===== src/rtl/load_store_unit.sv =====
`default_nettype none
// load_store_unit: data-memory initiator for loads/stores on a word-wide port.
// Sub-word stores are done as read-modify-write; sub-word loads are lane-extracted and extended.
module load_store_unit #(
  parameter int ADDR_W = 8
) (
  input  logic              clk,
  input  logic              rst_n,
  input  logic              start,
  input  logic [2:0]        op,
  input  logic [31:0]       address,
  input  logic [31:0]       write_data,
  output logic              busy,
  output logic              done,
  output logic              error,
  output logic [31:0]       load_data,
  output logic [ADDR_W-1:0] mem_adress,
  output logic [31:0]       mem_write_data,
  output logic              mem_read_signal,
  output logic              mem_write_signal,
  input  logic [31:0]       mem_read_data,
  input  logic              mem_ready
);

  localparam logic [2:0] OP_LB  = 3'd0;
  localparam logic [2:0] OP_LH  = 3'd1;
  localparam logic [2:0] OP_LW  = 3'd2;
  localparam logic [2:0] OP_LBU = 3'd3;
  localparam logic [2:0] OP_LHU = 3'd4;
  localparam logic [2:0] OP_SB  = 3'd5;
  localparam logic [2:0] OP_SH  = 3'd6;
  localparam logic [2:0] OP_SW  = 3'd7;

  typedef enum logic [1:0] {
    IDLE = 2'd0,
    RD   = 2'd1,
    WR   = 2'd2,
    DONE = 2'd3
  } state_t;

  state_t state, next_state;

  logic [2:0]        req_op;
  logic [ADDR_W+1:0] req_addr;
  logic [31:0]       req_wdata;
  logic [31:0]       rmw_word;

  logic              in_half;
  logic              in_word;
  logic              misaligned;
  logic              req_is_load;
  logic [7:0]        lane_byte;
  logic [15:0]       lane_half;
  logic [31:0]       load_ext;
  logic [31:0]       store_word;

  // Address bits above the memory size wrap and are intentionally dropped.
  logic              unused_addr_hi;
  assign unused_addr_hi = ^address[31:ADDR_W+2];

  always_comb begin
    in_half    = (op == OP_LH) || (op == OP_LHU) || (op == OP_SH);
    in_word    = (op == OP_LW) || (op == OP_SW);
    misaligned = (in_half && address[0]) || (in_word && (address[1:0] != 2'b00));
  end

  assign req_is_load = (req_op <= OP_LHU);

  always_comb begin
    lane_byte = mem_read_data[{req_addr[1:0], 3'b000} +: 8];
    lane_half = mem_read_data[{req_addr[1], 4'b0000} +: 16];
    case (req_op)
      OP_LB:   load_ext = {{24{lane_byte[7]}}, lane_byte};
      OP_LH:   load_ext = {{16{lane_half[15]}}, lane_half};
      OP_LBU:  load_ext = {24'h000000, lane_byte};
      OP_LHU:  load_ext = {16'h0000, lane_half};
      default: load_ext = mem_read_data;
    endcase
  end

  // Merge the store lane(s) into the word captured during the read phase.
  always_comb begin
    store_word = rmw_word;
    case (req_op)
      OP_SB:   store_word[{req_addr[1:0], 3'b000} +: 8] = req_wdata[7:0];
      OP_SH:   store_word[{req_addr[1], 4'b0000} +: 16] = req_wdata[15:0];
      default: store_word = req_wdata;
    endcase
  end

  always_ff @(posedge clk or negedge rst_n) begin
    if (!rst_n) begin
      state <= IDLE;
    end else begin
      state <= next_state;
    end
  end

  always_comb begin
    next_state       = state;
    busy             = 1'b0;
    done             = 1'b0;
    mem_read_signal  = 1'b0;
    mem_write_signal = 1'b0;
    mem_adress       = '0;
    mem_write_data   = '0;
    case (state)
      IDLE: begin
        if (start) begin
          if (misaligned) begin
            next_state = DONE;
          end else if (op == OP_SW) begin
            next_state = WR;
          end else begin
            next_state = RD;
          end
        end
      end
      RD: begin
        busy            = 1'b1;
        mem_read_signal = 1'b1;
        mem_adress      = req_addr[ADDR_W+1:2];
        if (mem_ready) begin
          next_state = req_is_load ? DONE : WR;
        end
      end
      WR: begin
        busy             = 1'b1;
        mem_write_signal = 1'b1;
        mem_adress       = req_addr[ADDR_W+1:2];
        mem_write_data   = store_word;
        if (mem_ready) begin
          next_state = DONE;
        end
      end
      DONE: begin
        busy       = 1'b1;
        done       = 1'b1;
        next_state = IDLE;
      end
      default: next_state = IDLE;
    endcase
  end

  always_ff @(posedge clk or negedge rst_n) begin
    if (!rst_n) begin
      req_op    <= '0;
      req_addr  <= '0;
      req_wdata <= '0;
      rmw_word  <= '0;
      load_data <= '0;
      error     <= 1'b0;
    end else begin
      if ((state == IDLE) && start) begin
        req_op    <= op;
        req_addr  <= address[ADDR_W+1:0];
        req_wdata <= write_data;
      end
      if ((state == RD) && mem_ready) begin
        if (req_is_load) begin
          load_data <= load_ext;
        end else begin
          rmw_word <= mem_read_data;
        end
      end
      // Only a jump straight from IDLE to DONE is an alignment failure.
      if (next_state == DONE) begin
        error <= (state == IDLE);
      end
    end
  end

endmodule
`default_nettype wire


===== config.mk =====
export PLATFORM = sky130hd
export DESIGN_NAME = load_store_unit
export DESIGN_NICKNAME = d
export VERILOG_FILES = /design/src/rtl/load_store_unit.sv
export SDC_FILE = /design/constraint.sdc
export NUM_CORES = 1
export LEC_CHECK = 0
export CAP_MARGIN = 20
export CORE_MARGIN = 10
export CORE_UTILIZATION = 35
export CTS_CLUSTER_SIZE = 28
export DETAILED_ROUTE_END_ITERATION = 10
export GPL_TIMING_DRIVEN = 1
export MAX_ROUTING_LAYER = met4
export SYNTH_ARGS = -nofsm -noshare
export SYNTH_HDL_FRONTEND = slang
export SYNTH_SLANG_ARGS = --single-unit

===== constraint.sdc =====
create_clock -name clk -period 8.6 [get_ports clk]
set_input_delay 2.58 -clock clk [delete_from_list [all_inputs] [get_ports clk]]
set_output_delay 2.58 -clock clk [all_outputs]
set_load 0.02 [all_outputs]

==> results of run 1 <==
[metrics by stage]
stage | util, % | power [mW] | instance area, um2 | cells | hold slack [ns]
2_1_floorplan | - | 2.11 | 6010 | 556 | 0.464
3_3_place_gp | 46.2 | 2.76 | 7710 | 902 | 0.475
3_5_place_dp | 46.2 | 2.80 | 7710 | 902 | 0.485
4_1_cts | 48.2 | 3.27 | 8050 | 918 | 0.504
5_1_grt | 48.5 | 3.47 | 8100 | 920 | 0.521
6_report | 48.5 | 3.26 | 8100 | 920 | 0.502
[flip-flops by register name, indices dropped and copies added (netlist names)]
signal,cells
load_data,32
req_wdata,32
rmw_word,32
req_addr,10
req_op,3
state,2
error,1
[power groups by stage]
stage / sequential (mW) / combinational (mW) / clock [mW]
6_report: 1.06 / 1.74 / 0.461
3_5_place_dp: 1.06 / 1.74 / 0
2_1_floorplan: 1.01 / 1.10 / 0
3_3_place_gp: 1.05 / 1.72 / 0
5_1_grt: 1.09 / 1.89 / 0.497
4_1_cts: 1.05 / 1.75 / 0.472
[cells in the mapped netlist, drive strengths merged, types with 2 or more instances]
library cell  number  area share [%]
dfrtp            112              47
mux2              79              15
nand2             58             3.6
a21oi             44             4.5
nor2              39             2.4
buf               26             2.5
a222oi            21             3.5
o21ai             18             1.5
a22o              17             2.5
and3              11             1.1
clkbuf            10            0.62
ha                10             2.1
inv               10            0.62
and2               9            0.94
o221ai             8             1.2
a211oi             7            0.87
a221o              7             1.2
nor2b              7            0.73
o31ai              7            0.87
nand2b             6            0.62
nor3b              5            0.62
a31oi              4            0.42
nor3               4            0.33
a22oi              3            0.37
mux2i              3            0.56
nand3b             3            0.37
nor4b              3            0.54
and3b              2            0.29
nand3              2            0.17
nor4               2            0.46
o21a               2            0.25
o21bai             2            0.25
[area by class of cell]
class	instances	area (um2)	share of cell area, %
clock inverter	7	109	1.34
multi-input combinational	398	2990	37.0
timing repair buffer	164	1650	20.4
clock buffer	9	225	2.78
sequential	112	2800	34.6
inverter	10	37.5	0.464
tap	220	275	3.40
[worst max-delay path by stage]
stage	start	endpoint	cells after the start	slack, ns
global placement	req_addr[1]	mem_write_data[23]	7	2.89
CTS	req_addr[1]	mem_write_data[23]	7	2.48
global route	req_addr[1]	mem_write_data[7]	6	2.24
finish	req_addr[1]	mem_write_data[7]	6	2.38
detailed placement	req_addr[1]	mem_write_data[16]	7	2.88
floorplan	req_addr[1]	mem_write_data[30]	9	3.73
[cells by family (layout without fill, tap and decap cells)]
family	count (synthesis)	after routing	share of synthesized area (%)
mux	82	82	15.4
compound gates	148	148	18.8
buf+inv	46	190	3.75
simple gates	156	156	13.0
xor+xnor	2	2	0.416
flops	112	112	46.6
fa+ha+maj	10	10	2.08
[routing by layer]
layer	vias to the layer above	GRT usage [%]	share of wire [%]
li1	2344	-	-
met1	2555	25.0	47
met2	252	26.0	44
met3	14	4.03	8.6
met4	0	3.66	0.75
met5	-	-	0
[worst max-delay path, cell delays in order (launching register included)]
cell and delay, ns:
dfrtp_1 0.86, inv_1 0.19, ha_1 0.38, nor4b_2 0.65
o21ai_0 0.17, a21oi_1 0.34, clkdlybuf4s50_1 0.69
==> flow_summary.yaml, run 1 <==
routing:
  vias_per_cell: 5.61
  avgRoutedWirePerCell_um: 21.9
  drt_wl_total_um: 20200
  drcViolationCount: 0
  ant_nets: 0
  first_iter_violations: 512
  drt_pre_antenna_iters: 6
  vias: 5165
yosys:
  syn-num-nets: 669
  synth_edf_count: 0
  synthCells: 556
  async_flop_share_pct: 100
  syn-cell-area_um2: 6010
  syn_area_per_cell_um2: 10.8
  synth-main-ff-cell: "dfrtp_1"
  synth-seq-cells: 112
  synth_cell_type_count: 57
  yosysSeqAreaShare_pct: 46.6
  synth_warnings: 0
clocking:
  cts_buffers: 9
  postCtsSetupRepairBufs: 0
  cts_tree: "yes"
  clockRootBuffer: "clkbuf_16"
  clockBufferDepth: 2
  cts_resized: 0
  htreeDepth: 3
  cts.sinks: 112
  ctsHoldBuffers: 0
  clk_pin_slew_worst_paths_ns: 0.08
  insertion_delay_ns: 0.36
grt:
  grt-ovfl-total: 0
  grt_first_pass_wirelength_um: 30600
  first_global_vias: 5279
  grt_antenna_before_repair: 0
  grt_max_degree: 80
  grtUsageTotal_pct: 17.9
finish:
  synthToLayoutAreaGrowth_pct: 34.7
  fin_nets: 808
  num_antenna_cells: 0
  final_cell_mix: "clkdlybuf4s50_1, dfrtp_1, mux2_2"
  final_common_cell: "clkdlybuf4s50_1"
  n_fill_cell: 1524
  drive_gt1_share_pct: 16.7
placed_design:
  place_hpwl_um: 15100
  portBuffers: 157
  place_ws_ns: 2.88
  gp_congestion: 0.891
die:
  rows: 47
  die_y_um: 151
  dieArea_um2: 22800
  die_w_um: 151
  core-area_um2: 16700
  io_pins: 180
  start_util_pct: 36.0
min_path:
  hp-start: "load_data[4]"
  min_path_cells: 2
  hp-class: "flop to flop"
  worstHoldEndpoint: "load_data[4]"
timing:
  max_freq_mhz: 161
  setup_viol_count_final: 0
  fin_ws_ns: 2.38
  maxSlewViolCount: 0
  slew_headroom_pct: 29.1
  tns_ns: 0
  tightest_slew_ns: 1.06
  clock_skew_ns: 0.0161
  rsz0062_at_grt: "false"
  hold_viol: 0
  timing.final.crit_period_ns: 6.22
  finalCritPeriodShare_pct: 72.4
critical_path:
  r2r_cells: 4
  cp-start-kind: "flop"
  path_class: "flop to output port"
  r2r_start: "req_op[1]"
  path_max_fanout: 21
  r2r_end: "load_data[20]"
  r2r_setup_slack_ns: 5.92
  cp.required_ns: 6.02
  endpoint_kind: "output port"
  cp.arrival_ns: 3.64
power:
  combPwrFrac_pct: 53.5
  p_switching_mw: 1.42
  switching_share_pct: 43.4
  power.leakage_nw: 3.29
  peakVddDrop_mv: 0.177
  power.density_nw_per_um2: 403
  power_frac_seq_pct: 32.4
  clkPwrFrac_pct: 14.1
  internal-power_mw: 1.85
status:
  status: "finished, final reports clean"
job:
  cap_violations: 0
Power figures use the tool's default switching activity.
==> inputs of run 2 (changes only) <==
==> constraint.sdc (replaced) <==
create_clock -name clk -period 6 [get_ports clk]
set_input_delay 1.8 -clock clk [delete_from_list [all_inputs] [get_ports clk]]
set_output_delay 1.8 -clock clk [all_outputs]
set_load 0.02 [all_outputs]
==> flow_summary.yaml, run 2 (synthesis gave the netlist of run 1 again) <==
timing:
  setup_viol_count_final: 0
  fin_ws_ns: 0.717
  tns_ns: 0
  max_freq_mhz: 189
  clock_skew_ns: 0.0125
  tightest_slew_ns: 1.03
  slew_headroom_pct: 31.0
  finalCritPeriodShare_pct: 88.0
  maxSlewViolCount: 0
  timing.final.crit_period_ns: 5.28
  hold_viol: 0
  rsz0062_at_grt: "false"
grt:
  grt_max_degree: 77
  grt_first_pass_wirelength_um: 30500
  grt_antenna_before_repair: 0
  met3_usage_pct: 4.12
  grt-ovfl-total: 0
  grt_use_met1_pct: 24.8
  gr-usage-met2_pct: 25.6
  grtUsageTotal_pct: 17.8
  busiest_layer: "met2"
  first_global_vias: 5141
die:
  io_pins: 180
  dieArea_um2: 22800
  core-area_um2: 16700
  rows: 47
  die_y_um: 151
  die_w_um: 151
  start_util_pct: 36.0
job:
  cap_violations: 0
placed_design:
  portBuffers: 157
  gp_congestion: 0.882
  placed_cell_area_um2: 7740
  place_ws_ns: 1.18
  place_hpwl_um: 15000
power:
  power.leakage_nw: 3.30
  peakVddDrop_mv: 0.266
  power.density_nw_per_um2: 579
clocking:
  postCtsSetupRepairBufs: 0
  insertion_delay_ns: 0.36
  cts_resized: 0
  clk_pin_slew_worst_paths_ns: 0.08
  cts_tree: "yes"
  cts.sinks: 112
  htreeDepth: 3
  ctsHoldBuffers: 0
  clockRootBuffer: "clkbuf_16"
  clockBufferDepth: 2
  cts_buffers: 9
routing:
  vias_per_cell: 5.54
  vias: 5114
  first_iter_violations: 490
  drt_pre_antenna_iters: 7
  avgRoutedWirePerCell_um: 21.7
  drt_wl_total_um: 20000
  ant_nets: 0
  drcViolationCount: 0
critical_path:
  critPathTopFamily: "buffers and inverters"
  cp_slowest_cell: "nor4b_2"
  cp-start-kind: "flop"
  cp.arrival_ns: 3.48
  cp.required_ns: 4.20
  path_max_fanout: 11
  endpoint_kind: "output port"
  critical_path_buf_inv_count: 2
  slowest_delay_ns: 0.70
  path_cells: "inv_1 -> ha_1 -> nor4b_2 -> o21ai_0 -> a21oi_1 -> clkdlybuf4s50_1"
  path_class: "flop to output port"
min_path:
  hp-class: "flop to flop"
finish:
  num_antenna_cells: 0
  final_common_cell: "clkdlybuf4s50_1"
  top_regs: "load_data x32, req_wdata x32, rmw_word x32"
  fin_nets: 811
  utilization_pct: 48.6
  finalInstanceArea_um2: 8120
  drive_gt1_share_pct: 17.1
  synthToLayoutAreaGrowth_pct: 35.0
  final_cell_mix: "clkdlybuf4s50_1, dfrtp_1, mux2_2"
status:
  status: "finished, final reports clean"
## run 2: cell types whose count changed in the layout (fill, tap and decap cells not counted)
cell      previous run  this run
inv_8                2         1
buf_16               1         0
buf_12               1         2
buf_4                6         9
clkinv_8             3         4
## run 2: metrics by stage
step	hold WS [ns]	power (mW)	instances
floorplan	0.464	3.02	556
detailed placement	0.478	4.03	905
global placement	0.473	3.98	905
global route	0.507	5.00	923
finish	0.495	4.70	923
CTS	0.496	4.71	921
## run 2: layout make-up
class / count / area, um2
inverters: 10 / 37.5
fillers: 1557 / 8590
well taps: 220 / 275
multi-input cells: 398 / 2990
clock buffers: 9 / 225
repair buffers: 167 / 1670
clock inverters: 7 / 114
flip-flops and latches: 112 / 2800
## run 2: final timing paths
path	cells after the start	start	to	slack, ns
worst min-delay path	2	load_data[0]	load_data[0]	0.49
worst max-delay path	6	req_addr[0]	mem_write_data[7]	0.72
min in group asynchronous	1	rst_n	load_data[21]	1.38
max in group asynchronous	2	rst_n	req_wdata[4]	3.78
worst min register to register	2	load_data[0]	load_data[0]	0.49
worst max register to register	4	req_op[2]	load_data[16]	3.47
## run 2: metal layers
layer	up-vias	wire [um]	part of all wire (%)
li1	2360	-	-
met1	2485	9260	46
met2	254	8710	44
met3	15	1800	9.0
met4	0	242	1.2
met5	-	0	0
## run 2: report_power, final
| part | total (mW) | internal [mW] | switching [mW] |
|---|---|---|---|
| clock | 0.666 | 0.342 | 0.324 |
| combinational | 2.54 | 1.19 | 1.36 |
| sequential | 1.49 | 1.13 | 0.360 |
## run 2: worst min-delay path, delay by kind of cell (launching register included)
family / cells / cell delay (ns)
flops: 1 / 0.36
simple gates: 1 / 0.05
compound gates: 1 / 0.05
==> inputs of run 3 (changes only) <==
--- a/config.mk
+++ b/config.mk
@@ -7,11 +7,12 @@
 export LEC_CHECK = 0
 export CAP_MARGIN = 20
 export CORE_MARGIN = 10
-export CORE_UTILIZATION = 35
+export CORE_UTILIZATION = 48
 export CTS_CLUSTER_SIZE = 28
 export DETAILED_ROUTE_END_ITERATION = 10
 export GPL_TIMING_DRIVEN = 1
 export MAX_ROUTING_LAYER = met4
+export PLACE_DENSITY = 0.81
 export SYNTH_ARGS = -nofsm -noshare
 export SYNTH_HDL_FRONTEND = slang
 export SYNTH_SLANG_ARGS = --single-unit
==> flow_summary.yaml, run 3 (synthesis gave the netlist of run 1 again) <==
status:
  status: "finished, final reports clean"
timing:
  max_freq_mhz: 190
  tightest_slew_ns: 0.963
  slew_headroom_pct: 35.7
  clock_skew_ns: 0.0122
  tns_ns: 0
  setup_viol_count_final: 0
  whs_ns: 0.499
  maxSlewViolCount: 0
  rsz0062_at_grt: "false"
  fin_ws_ns: 0.735
  hold_viol: 0
  finalCritPeriodShare_pct: 87.8
  timing.final.crit_period_ns: 5.27
critical_path:
  endpoint_kind: "output port"
  cp.required_ns: 4.20
  cp.arrival_ns: 3.47
  critical_path_buf_inv_count: 2
  cp-start-kind: "flop"
  path_class: "flop to output port"
  r2r_setup_slack_ns: 3.47
  cp_slowest_cell: "dfrtp_1"
  path_cells: "inv_1 -> ha_1 -> nor4b_2 -> o21ai_0 -> a21oi_1 -> clkdlybuf4s50_1"
  path_max_fanout: 21
  slowest_delay_ns: 0.82
  critPathTopFamily: "buffers and inverters"
clocking:
  ctsHoldBuffers: 0
  clk_pin_slew_worst_paths_ns: 0.08
  htreeDepth: 3
  postCtsSetupRepairBufs: 0
  cts_buffers: 9
  clockRootBuffer: "clkbuf_16"
  insertion_delay_ns: 0.36
  cts_resized: 0
  cts.sinks: 112
  cts_tree: "yes"
  clockBufferDepth: 2
routing:
  drcViolationCount: 0
  drt_pre_antenna_iters: 6
  dr_wl_met3_um: 1450
  wl_met2_um: 8570
  drt_wl_total_um: 18800
  highest_layer: "met4"
  avgRoutedWirePerCell_um: 21.6
  first_iter_violations: 599
  vias_per_cell: 5.97
  ant_nets: 0
  vias: 5195
  wl_met1_um: 8360
grt:
  grt_first_pass_wirelength_um: 29700
  grtUsageTotal_pct: 21.6
  grt_max_degree: 77
  grt-ovfl-total: 0
  first_global_vias: 5233
  grt_antenna_before_repair: 0
placed_design:
  place_hpwl_um: 14200
  placed_cells: 853
  portBuffers: 157
  placed_cell_area_um2: 7670
  gp_congestion: 0.893
  place_ws_ns: 1.12
finish:
  fin_cells: 870
  seqCellArea_um2: 2800
  synthToLayoutAreaGrowth_pct: 33.0
  multi_input_area_um2: 2990
  num_antenna_cells: 0
  finalInstanceArea_um2: 7990
  top_regs: "load_data x32, req_wdata x32, rmw_word x32"
  drive_gt1_share_pct: 17.0
  n_fill_cell: 968
  fin_nets: 810
  utilization_pct: 65.7
  final_common_cell: "clkdlybuf4s50_1"
  final_cell_mix: "clkdlybuf4s50_1, dfrtp_1, mux2_2"
die:
  die_w_um: 132
  die_y_um: 132
  start_util_pct: 49.4
  rows: 40
  core-area_um2: 12200
  io_pins: 180
  dieArea_um2: 17400
job:
  cap_violations: 0
min_path:
  hp-class: "flop to flop"
power:
  peakVddDrop_mv: 0.266
  power.density_nw_per_um2: 576
  power.leakage_nw: 3.28
  finalPower_mw: 4.61
[run 3: changes by cell type in the layout (fill, tap and decap cells not counted)]
cell        previous run  this run
buf_12                 2         1
bufinv_16              1         0
clkbuf_8               0         1
clkinv_2               0         1
clkinv_4               0         1
clkinv_8               4         1
clkinvlp_4             1         0
inv_6                  0         1
inv_8                  1         2
[run 3: final timing paths]
kind | end | start | depth (start not counted)
min in group asynchronous | load_data[30] | rst_n | 1
hold / removal | load_data[3] | load_data[3] | 2
hold reg to reg | load_data[3] | load_data[3] | 2
setup reg to reg | load_data[20] | req_op[1] | 5
max in group asynchronous | req_op[1] | rst_n | 2
setup / recovery | mem_write_data[7] | req_addr[1] | 6
[run 3: final cells by class]
class,count,area share [%]
multi-input cells,398,37.4
flip-flops and latches,112,35.1
repair buffers,166,20.6
clock buffers,10,2.99
well taps,168,2.63
clock inverters,6,0.767
inverters,10,0.470
[run 3: where the power goes]
part / switching (mW) / internal (mW)
Combinational: 1.34 / 1.19
Clock: 0.298 / 0.305
Sequential: 0.345 / 1.13
Total: 1.99 / 2.62
[run 3: routing by layer]
| metal | vias to the layer above | global-route usage [%] |
|---|---|---|
| li1 | 2353 | - |
| met1 | 2557 | 29.3 |
| met2 | 253 | 32.0 |
| met3 | 32 | 3.96 |
| met4 | 0 | 6.43 |
| met5 | - | - |
[run 3: worst register-to-register path, cell delays in order, from the launching register on]
cell	delay, ns
dfrtp_1	0.49
buf_4	0.26
o21ai_1	0.21
nand3_1	0.55
a21oi_4	0.72
a21oi_1	0.16
